===== config.mk =====
export PLATFORM = sky130hd
export DESIGN_NAME = ntt_butterfly
export DESIGN_NICKNAME = d
export VERILOG_FILES = /design/src/rtl/ntt_pkg.sv /design/src/rtl/ntt_butterfly_reduce.sv /design/src/rtl/ntt_butterfly.sv
export SDC_FILE = /design/constraint.sdc
export NUM_CORES = 1
export LEC_CHECK = 0
export ABC_AREA = 1
export CAP_MARGIN = 20
export CORE_ASPECT_RATIO = 0.5
export CORE_UTILIZATION = 26
export CTS_BUF_LIST = sky130_fd_sc_hd__clkbuf_8
export CTS_CLUSTER_SIZE = 12
export DETAILED_ROUTE_END_ITERATION = 10
export DONT_BUFFER_PORTS = 1
export PLACE_DENSITY_LB_ADDON = 0.05
export SYNTH_ARGS = -nofsm -noshare
export SYNTH_HDL_FRONTEND = slang
export SYNTH_HIERARCHICAL = 1
export SYNTH_SLANG_ARGS = --single-unit
export TNS_END_PERCENT = 10

===== constraint.sdc =====
create_clock -name clk -period 9.8 [get_ports clk]
set_input_delay 1.47 -clock clk [delete_from_list [all_inputs] [get_ports clk]]
set_output_delay 1.47 -clock clk [all_outputs]
set_load 0.01 [all_outputs]

===== src/rtl/ntt_pkg.sv =====
// Shared constants and modular add/sub/halve helpers for the p = 65537 NTT datapath.
package ntt_pkg;

  localparam int PRIME = 65537;
  localparam int M     = 16;
  localparam int WIDTH = 18;

  function automatic logic [WIDTH-1:0] add_mod(input logic [WIDTH-1:0] a,
                                               input logic [WIDTH-1:0] r);
    logic [WIDTH-1:0] s;
    s = a + r;
    if (s >= WIDTH'(PRIME)) s = s - WIDTH'(PRIME);
    return s;
  endfunction

  // Top bit of the WIDTH-bit difference acts as the sign for residues below 2^17.
  function automatic logic [WIDTH-1:0] sub_mod(input logic [WIDTH-1:0] a,
                                               input logic [WIDTH-1:0] r);
    logic [WIDTH-1:0] d;
    d = a - r;
    if (d[WIDTH-1]) d = d + WIDTH'(PRIME);
    return d;
  endfunction

  function automatic logic [WIDTH-1:0] halve_mod(input logic [WIDTH-1:0] v);
    logic [WIDTH-1:0] h;
    if (v[0]) h = (v + WIDTH'(PRIME)) >> 1;
    else      h = v >> 1;
    return h;
  endfunction

endpackage


===== src/rtl/ntt_butterfly_reduce.sv =====
// Fermat reduction of a double-width product modulo 2^M + 1.
// Latency: combinational.
// Backpressure: none; pure function of prod.
module ntt_butterfly_reduce #(
  parameter int WIDTH = 18,
  parameter int PRIME = 65537
) (
  input  logic [2*WIDTH-1:0] prod,
  output logic [WIDTH-1:0]   r
);
  import ntt_pkg::*;

  logic [WIDTH-1:0] lo, mid, hi, t;

  // 2^M == -1 and 2^(2M) == +1, so prod == lo - mid + hi (mod p).
  always_comb begin
    lo  = WIDTH'(prod[M-1:0]);
    mid = WIDTH'(prod[2*M-1:M]);
    hi  = WIDTH'(prod[2*WIDTH-1:2*M]);
    t   = lo - mid + hi;
    if (t[WIDTH-1])                r = t + WIDTH'(PRIME);
    else if (t >= WIDTH'(PRIME))   r = t - WIDTH'(PRIME);
    else                           r = t;
  end

endmodule


===== src/rtl/ntt_butterfly.sv =====
// Cooley-Tukey butterfly X=(a+w*b) mod p, Y=(a-w*b) mod p; NTT_BFLY_HALVE_EN adds half_in scaling.
// Latency: 3 cycles, 1 op/cycle.
// Backpressure: global stall when out_valid & ~out_ready; every stage holds, in_ready low.
module ntt_butterfly #(
  parameter int WIDTH = 18,
  parameter int TAG_W = 10,
  parameter int PRIME = 65537
) (
  input  logic             clk,
  input  logic             rst_n,
  input  logic             in_valid,
  output logic             in_ready,
  input  logic [WIDTH-1:0] a_in,
  input  logic [WIDTH-1:0] b_in,
  input  logic [WIDTH-1:0] w_in,
  input  logic [TAG_W-1:0] tag_in,
`ifdef NTT_BFLY_HALVE_EN
  input  logic             half_in,
`endif
  output logic             out_valid,
  input  logic             out_ready,
  output logic [WIDTH-1:0] x_out,
  output logic [WIDTH-1:0] y_out,
  output logic [TAG_W-1:0] tag_out
);
  import ntt_pkg::*;

  logic               en;
  logic               s1_vld, s2_vld;
  logic [WIDTH-1:0]   s1_a, s2_a, s2_r, red_r, x_c, y_c;
  logic [TAG_W-1:0]   s1_tag, s2_tag;
  logic [2*WIDTH-1:0] s1_prod;

  assign en       = ~(out_valid & ~out_ready);
  assign in_ready = en;

  ntt_butterfly_reduce #(.WIDTH(WIDTH), .PRIME(PRIME)) u_reduce (
    .prod (s1_prod),
    .r    (red_r)
  );

`ifdef NTT_BFLY_HALVE_EN
  logic s1_half, s2_half;

  always_ff @(posedge clk or negedge rst_n) begin
    if (!rst_n) begin
      s1_half <= 1'b0;
      s2_half <= 1'b0;
    end else if (en) begin
      s1_half <= half_in;
      s2_half <= s1_half;
    end
  end
`endif

  always_comb begin
    x_c = add_mod(s2_a, s2_r);
    y_c = sub_mod(s2_a, s2_r);
`ifdef NTT_BFLY_HALVE_EN
    if (s2_half) begin
      x_c = halve_mod(x_c);
      y_c = halve_mod(y_c);
    end
`endif
  end

  always_ff @(posedge clk or negedge rst_n) begin
    if (!rst_n) begin
      s1_vld    <= 1'b0;
      s1_a      <= '0;
      s1_tag    <= '0;
      s1_prod   <= '0;
      s2_vld    <= 1'b0;
      s2_a      <= '0;
      s2_tag    <= '0;
      s2_r      <= '0;
      out_valid <= 1'b0;
      x_out     <= '0;
      y_out     <= '0;
      tag_out   <= '0;
    end else if (en) begin
      s1_vld    <= in_valid;
      s1_a      <= a_in;
      s1_tag    <= tag_in;
      s1_prod   <= (2*WIDTH)'(w_in) * (2*WIDTH)'(b_in);
      s2_vld    <= s1_vld;
      s2_a      <= s1_a;
      s2_tag    <= s1_tag;
      s2_r      <= red_r;
      out_valid <= s2_vld;
      x_out     <= x_c;
      y_out     <= y_c;
      tag_out   <= s2_tag;
    end
  end

endmodule


* Word level (Yosys, flattened, before mapping) *
Index checks and enable logic that the tools add are counted.

cells by class
  add/sub/neg operators = 8
  $mul = 1
  magnitude comparators = 2
  muxes and demuxes = 4
  bitwise gates (word level) = 3

operators by type and width
  kind                      count
  $mux W18                  4
  $add A18 B17 Y18 const B  2
  $ge A18 B17 Y1 const B    2
  $mul A18 B18 Y36          1
  $sub A18 B17 Y18 const B  2
  $add A18 B18 Y18          1
  $add A18 B4 Y18           1
  $sub A18 B18 Y18          1
  $sub A16 B16 Y17          1
  $not A1 Y1                2
  $and A1 B1 Y1             1

storage, ports and cells
  register bits = 159
  input port bits = 68
  output and inout port bits = 48
  word-level logic and storage cells = 30

* Longest topological paths before layout *
  depth after elaboration = 5
  depth in mapped cells = 32

* Hierarchy *
Netlist, hierarchy kept.

modules (own cells, without submodules)
  module                times used  cells each  area each (um^2)  seq. area each (um^2)
  ntt_butterfly         1           2,721       20,244.4          3,978.8
  ntt_butterfly_reduce  1           508         2,556.2           0.0

* Worst setup path after synthesis *
No wires, ideal clock.

  path kind = input-to-reg
  from = input port b_in[14]
  to = register s1_prod[30]
  library setup time = 118 ps
  arrival time = 6,768 ps
  data required time = 9,682 ps
  slack = 2,914 ps
  stages = 24
  cells stage by stage = clkbuf_1 -> clkbuf_1 -> nand2_1 -> fa_1 -> inv_1 -> fa_1 -> fa_1 -> fa_1 -> fa_1 -> inv_1 -> fa_1 -> inv_1 -> ha_1 -> a21oi_1 -> inv_1 -> a31oi_1 -> inv_1 -> a21oi_1 -> nand3_1 -> nand2_1 -> nand2_1 -> or2_2 -> nand3_1 -> nand2_1

on the way
  cells in the longest elaborated chain, start to end = 1

ends and longest elaborated chain
  what                  line                 source
  start, declared       ntt_butterfly.sv:14  input logic [WIDTH-1:0] b_in,
  $mul A18 B18 Y36      ntt_butterfly.sv:85  s1_prod <= (2*WIDTH)'(w_in) * (2*WIDTH)'(b_in);
  end signal, assigned  ntt_butterfly.sv:85
  end, declared         ntt_butterfly.sv:32  logic [2*WIDTH-1:0] s1_prod;

Every way passes these cells.
A chain may end at the register's enable or synchronous reset.

* Final worst setup path *
  from = input port w_in[6]
  to = register s1_prod[35]

on the way
  cells in the longest elaborated chain, start to end = 1

ends and longest elaborated chain
  what              line                 source
  start, declared   ntt_butterfly.sv:15  input logic [WIDTH-1:0] w_in,
  $mul A18 B18 Y36  ntt_butterfly.sv:85

Every way passes these cells.

==> metrics.cfg <==
[outcome]
status=completed

[finish]
seqCellArea_mm2=0.00398
nNetsFinal=3623
drive_above_1_share_pct=5.42
area_growth_pct=5.64
multi_input_area_mm2=0.0157
fillers=9621

[global_route]
grt_pass1_vias=19667
grt_first_pass_wirelength_um=117000
grt_overflow=0
antenna_found_initial=0
grt_max_degree=160
grt_util_all_layers_pct=17.2

[placement]
io_buffers=0
dp_hpwl_um=59000
gp_congestion=0.836

[synth]
yosysMostFrequentCell=nand2_1
synth-edff-count=0
synth_top_area_share_pct=22.8
synthCells=3229
synthArstFlopShare_pct=100
synth_top_area_cell=fa_1
ys_seq_elements=159
yosysSeqAreaShare_pct=17.5
synth_top_flop_cell=dfrtp_1
ys_top_cells_by_count=nand2_1 (1155), inv_1 (638), fa_1 (260)
synthTopCellsByArea=fa_1 (23%), nand2_1 (19%), dfrtp_1 (17%)
syn-num-nets=3729
syn_area_mm2=0.0228
avgSynthCellArea_um2=7.06
synth_cell_types=54
yosys_warnings=6

[worst_setup_path]
path_cells=nand2_1 -> inv_1 -> fa_1 -> fa_1 -> fa_1 -> fa_1 -> fa_1 -> inv_1 -> fa_1 -> inv_1 -> ha_1 -> nand2_1 -> nor4_1 -> nand3b_1 -> nand3_1 -> a31oi_1 -> xor2_1 -> o21ai_0
critPathTopFamily=adder cells
slowest_stage=fa_1
crit_path_max_fanout=18
critical_path_class=in -> reg
crit_start=w_in[6]
rr_endpoint=s2_r[9]
reg2reg_slack_ns=5.46
setup.worst_path.end_class=flip-flop
worst-path-buf-inv=3
start_kind=input pin
reg2reg_from=s1_prod[0]
path_common_cell=fa_1
cp.arrival_ns=6.97
worst_path_largest_cell_delay_ns=0.63
cp.required_ns=10.21
reg2regPathDepth=24

[routing]
drc_errors=0
wire_per_inst_um=17.2
drt_wl_total_um=74300
first_pass_iters=5
avgViaCountPerCell=4.30
route.vias.total=18520
drt_iter0_drc=971
drt.antenna.violating_nets=0

[clock_tree]
h-tree-depth=4
numCtsBuffers=17
root_buffer=clkbuf_8
cts.path.max_buffers=2
cts_hold_buffers=0
cts_setup_buffers=0
clk_pin_slew_worst_paths_ns=0.11
cts_resized=0
cts.sinks=159
cts_tree=built
clk_latency_ns=0.57

[timing]
fmax_mhz=152
setup_viol=0
period_share_pct=67.0
hold_viol=0
slew_viol_final=0
rsz0062_at_grt=no
fin_setup_tns_ns=0
fin_skew_ns=0.0251
tightest_slew_ns=0.914
slew_headroom_pct=39.1
period_minus_slack_ns=6.56

[hold_path]
hold_end=s2_tag[8]
hold_depth=2
min_from=s1_tag[8]
hold_class=reg -> reg

[floorplan]
dieArea_mm2=0.0890
die_width_um=421
placementRows=76
fp.coreArea_mm2=0.0864
die_h_um=211
io_pins=116
start_util_pct=26.4

[flow_run]
maxCapViolations=0

[how the worst max path moves through the flow]
stage                             end  slack (ns)  depth (start not counted)
after floorplan           s1_prod[30]        2.91                         24
after global placement    s1_prod[35]        2.56                         18
after detailed placement  s1_prod[35]        2.60                         18
after CTS                 s1_prod[35]        3.24                         18
after global routing      s1_prod[35]        3.10                         18
final                     s1_prod[35]        3.24                         18
[per-stage QoR]
step           cells  setup WS (ns)  utilization, %  hold slack [ns]  area, um2
2_1_floorplan   3229           2.91               -            0.420      22800
3_3_place_gp    4274           2.56            27.4            0.451      23700
3_5_place_dp    4274           2.60            27.4            0.455      23700
4_1_cts         4306           3.24            27.9            0.470      24100
5_1_grt         4306           3.10            27.9            0.506      24100
6_report        4307           3.24            27.9            0.468      24100
[area by class of cell]
class | instances | area share [%]
clock inverters | 15 | 0.613
clock buffers | 17 | 0.971
inverters | 662 | 10.3
flip-flops and latches | 159 | 16.5
well taps | 1170 | 6.08
multi-input cells | 2279 | 65.3
repair buffers | 4 | 0.125
diodes | 1 | 0.0104
[state kept, by name, summed over array words and instances (netlist names)]
signal,cells
x_out,18
out_valid,1
s1_prod,36
tag_out,10
s1_vld,1
s2_a,18
s1_a,18
s2_tag,10
s2_r,18
y_out,18
s2_vld,1
s1_tag,10
[cells in the final DEF (no fill, tap or decap), drive strengths merged, types with 17 or more instances in the layout]
master  count
clkbuf     17
nand4      48
nand2    1210
dfrtp     159
a21oi      71
nor2      142
ha        172
nand3     153
xor2       35
inv       666
xnor2      17
fa        260
o21ai      83
nor3       21
[worst reg2reg max path: stages, from the launching register on]
cell and delay [ns]:
dfrtp_1 0.36, inv_1 0.06, ha_1 0.24, fa_1 0.43, xnor2_1 0.19, ha_1 0.38, nand3_1 0.10, nand2_1 0.09
nand2_1 0.07, nand2_1 0.12, nand2_1 0.11, inv_1 0.09, nand2_2 0.07, nor2_4 0.11, nand2_2 0.09, nor2_4 0.15
nand4_2 0.12, nand2_2 0.32, inv_1 0.35, o21ai_0 0.32, nand3_1 0.11, nand2_1 0.09, inv_1 0.04, nand2_1 0.09
o21ai_0 0.10
[routing by layer]
metal | wire length [um] | up-vias | GRT usage (%)
met1 | 36600 | 8912 | 23.7
met5 | 0 | - | 0
met4 | 826 | 0 | 3.11
met3 | 1410 | 41 | 1.94
met2 | 35400 | 147 | 29.3
li1 | - | 9420 | -
[logic make-up after synthesis]
kind of cell | share of synthesized area (%)
compound gates | 4.60
xor+xnor | 2.03
fa+ha+maj | 32.3
buf+inv | 13.6
flops | 17.5
mux | 0.0439
simple gates | 30.1
Power is not shown: default switching activity piles up to over one toggle a cycle in this logic, so the estimate is an artifact.
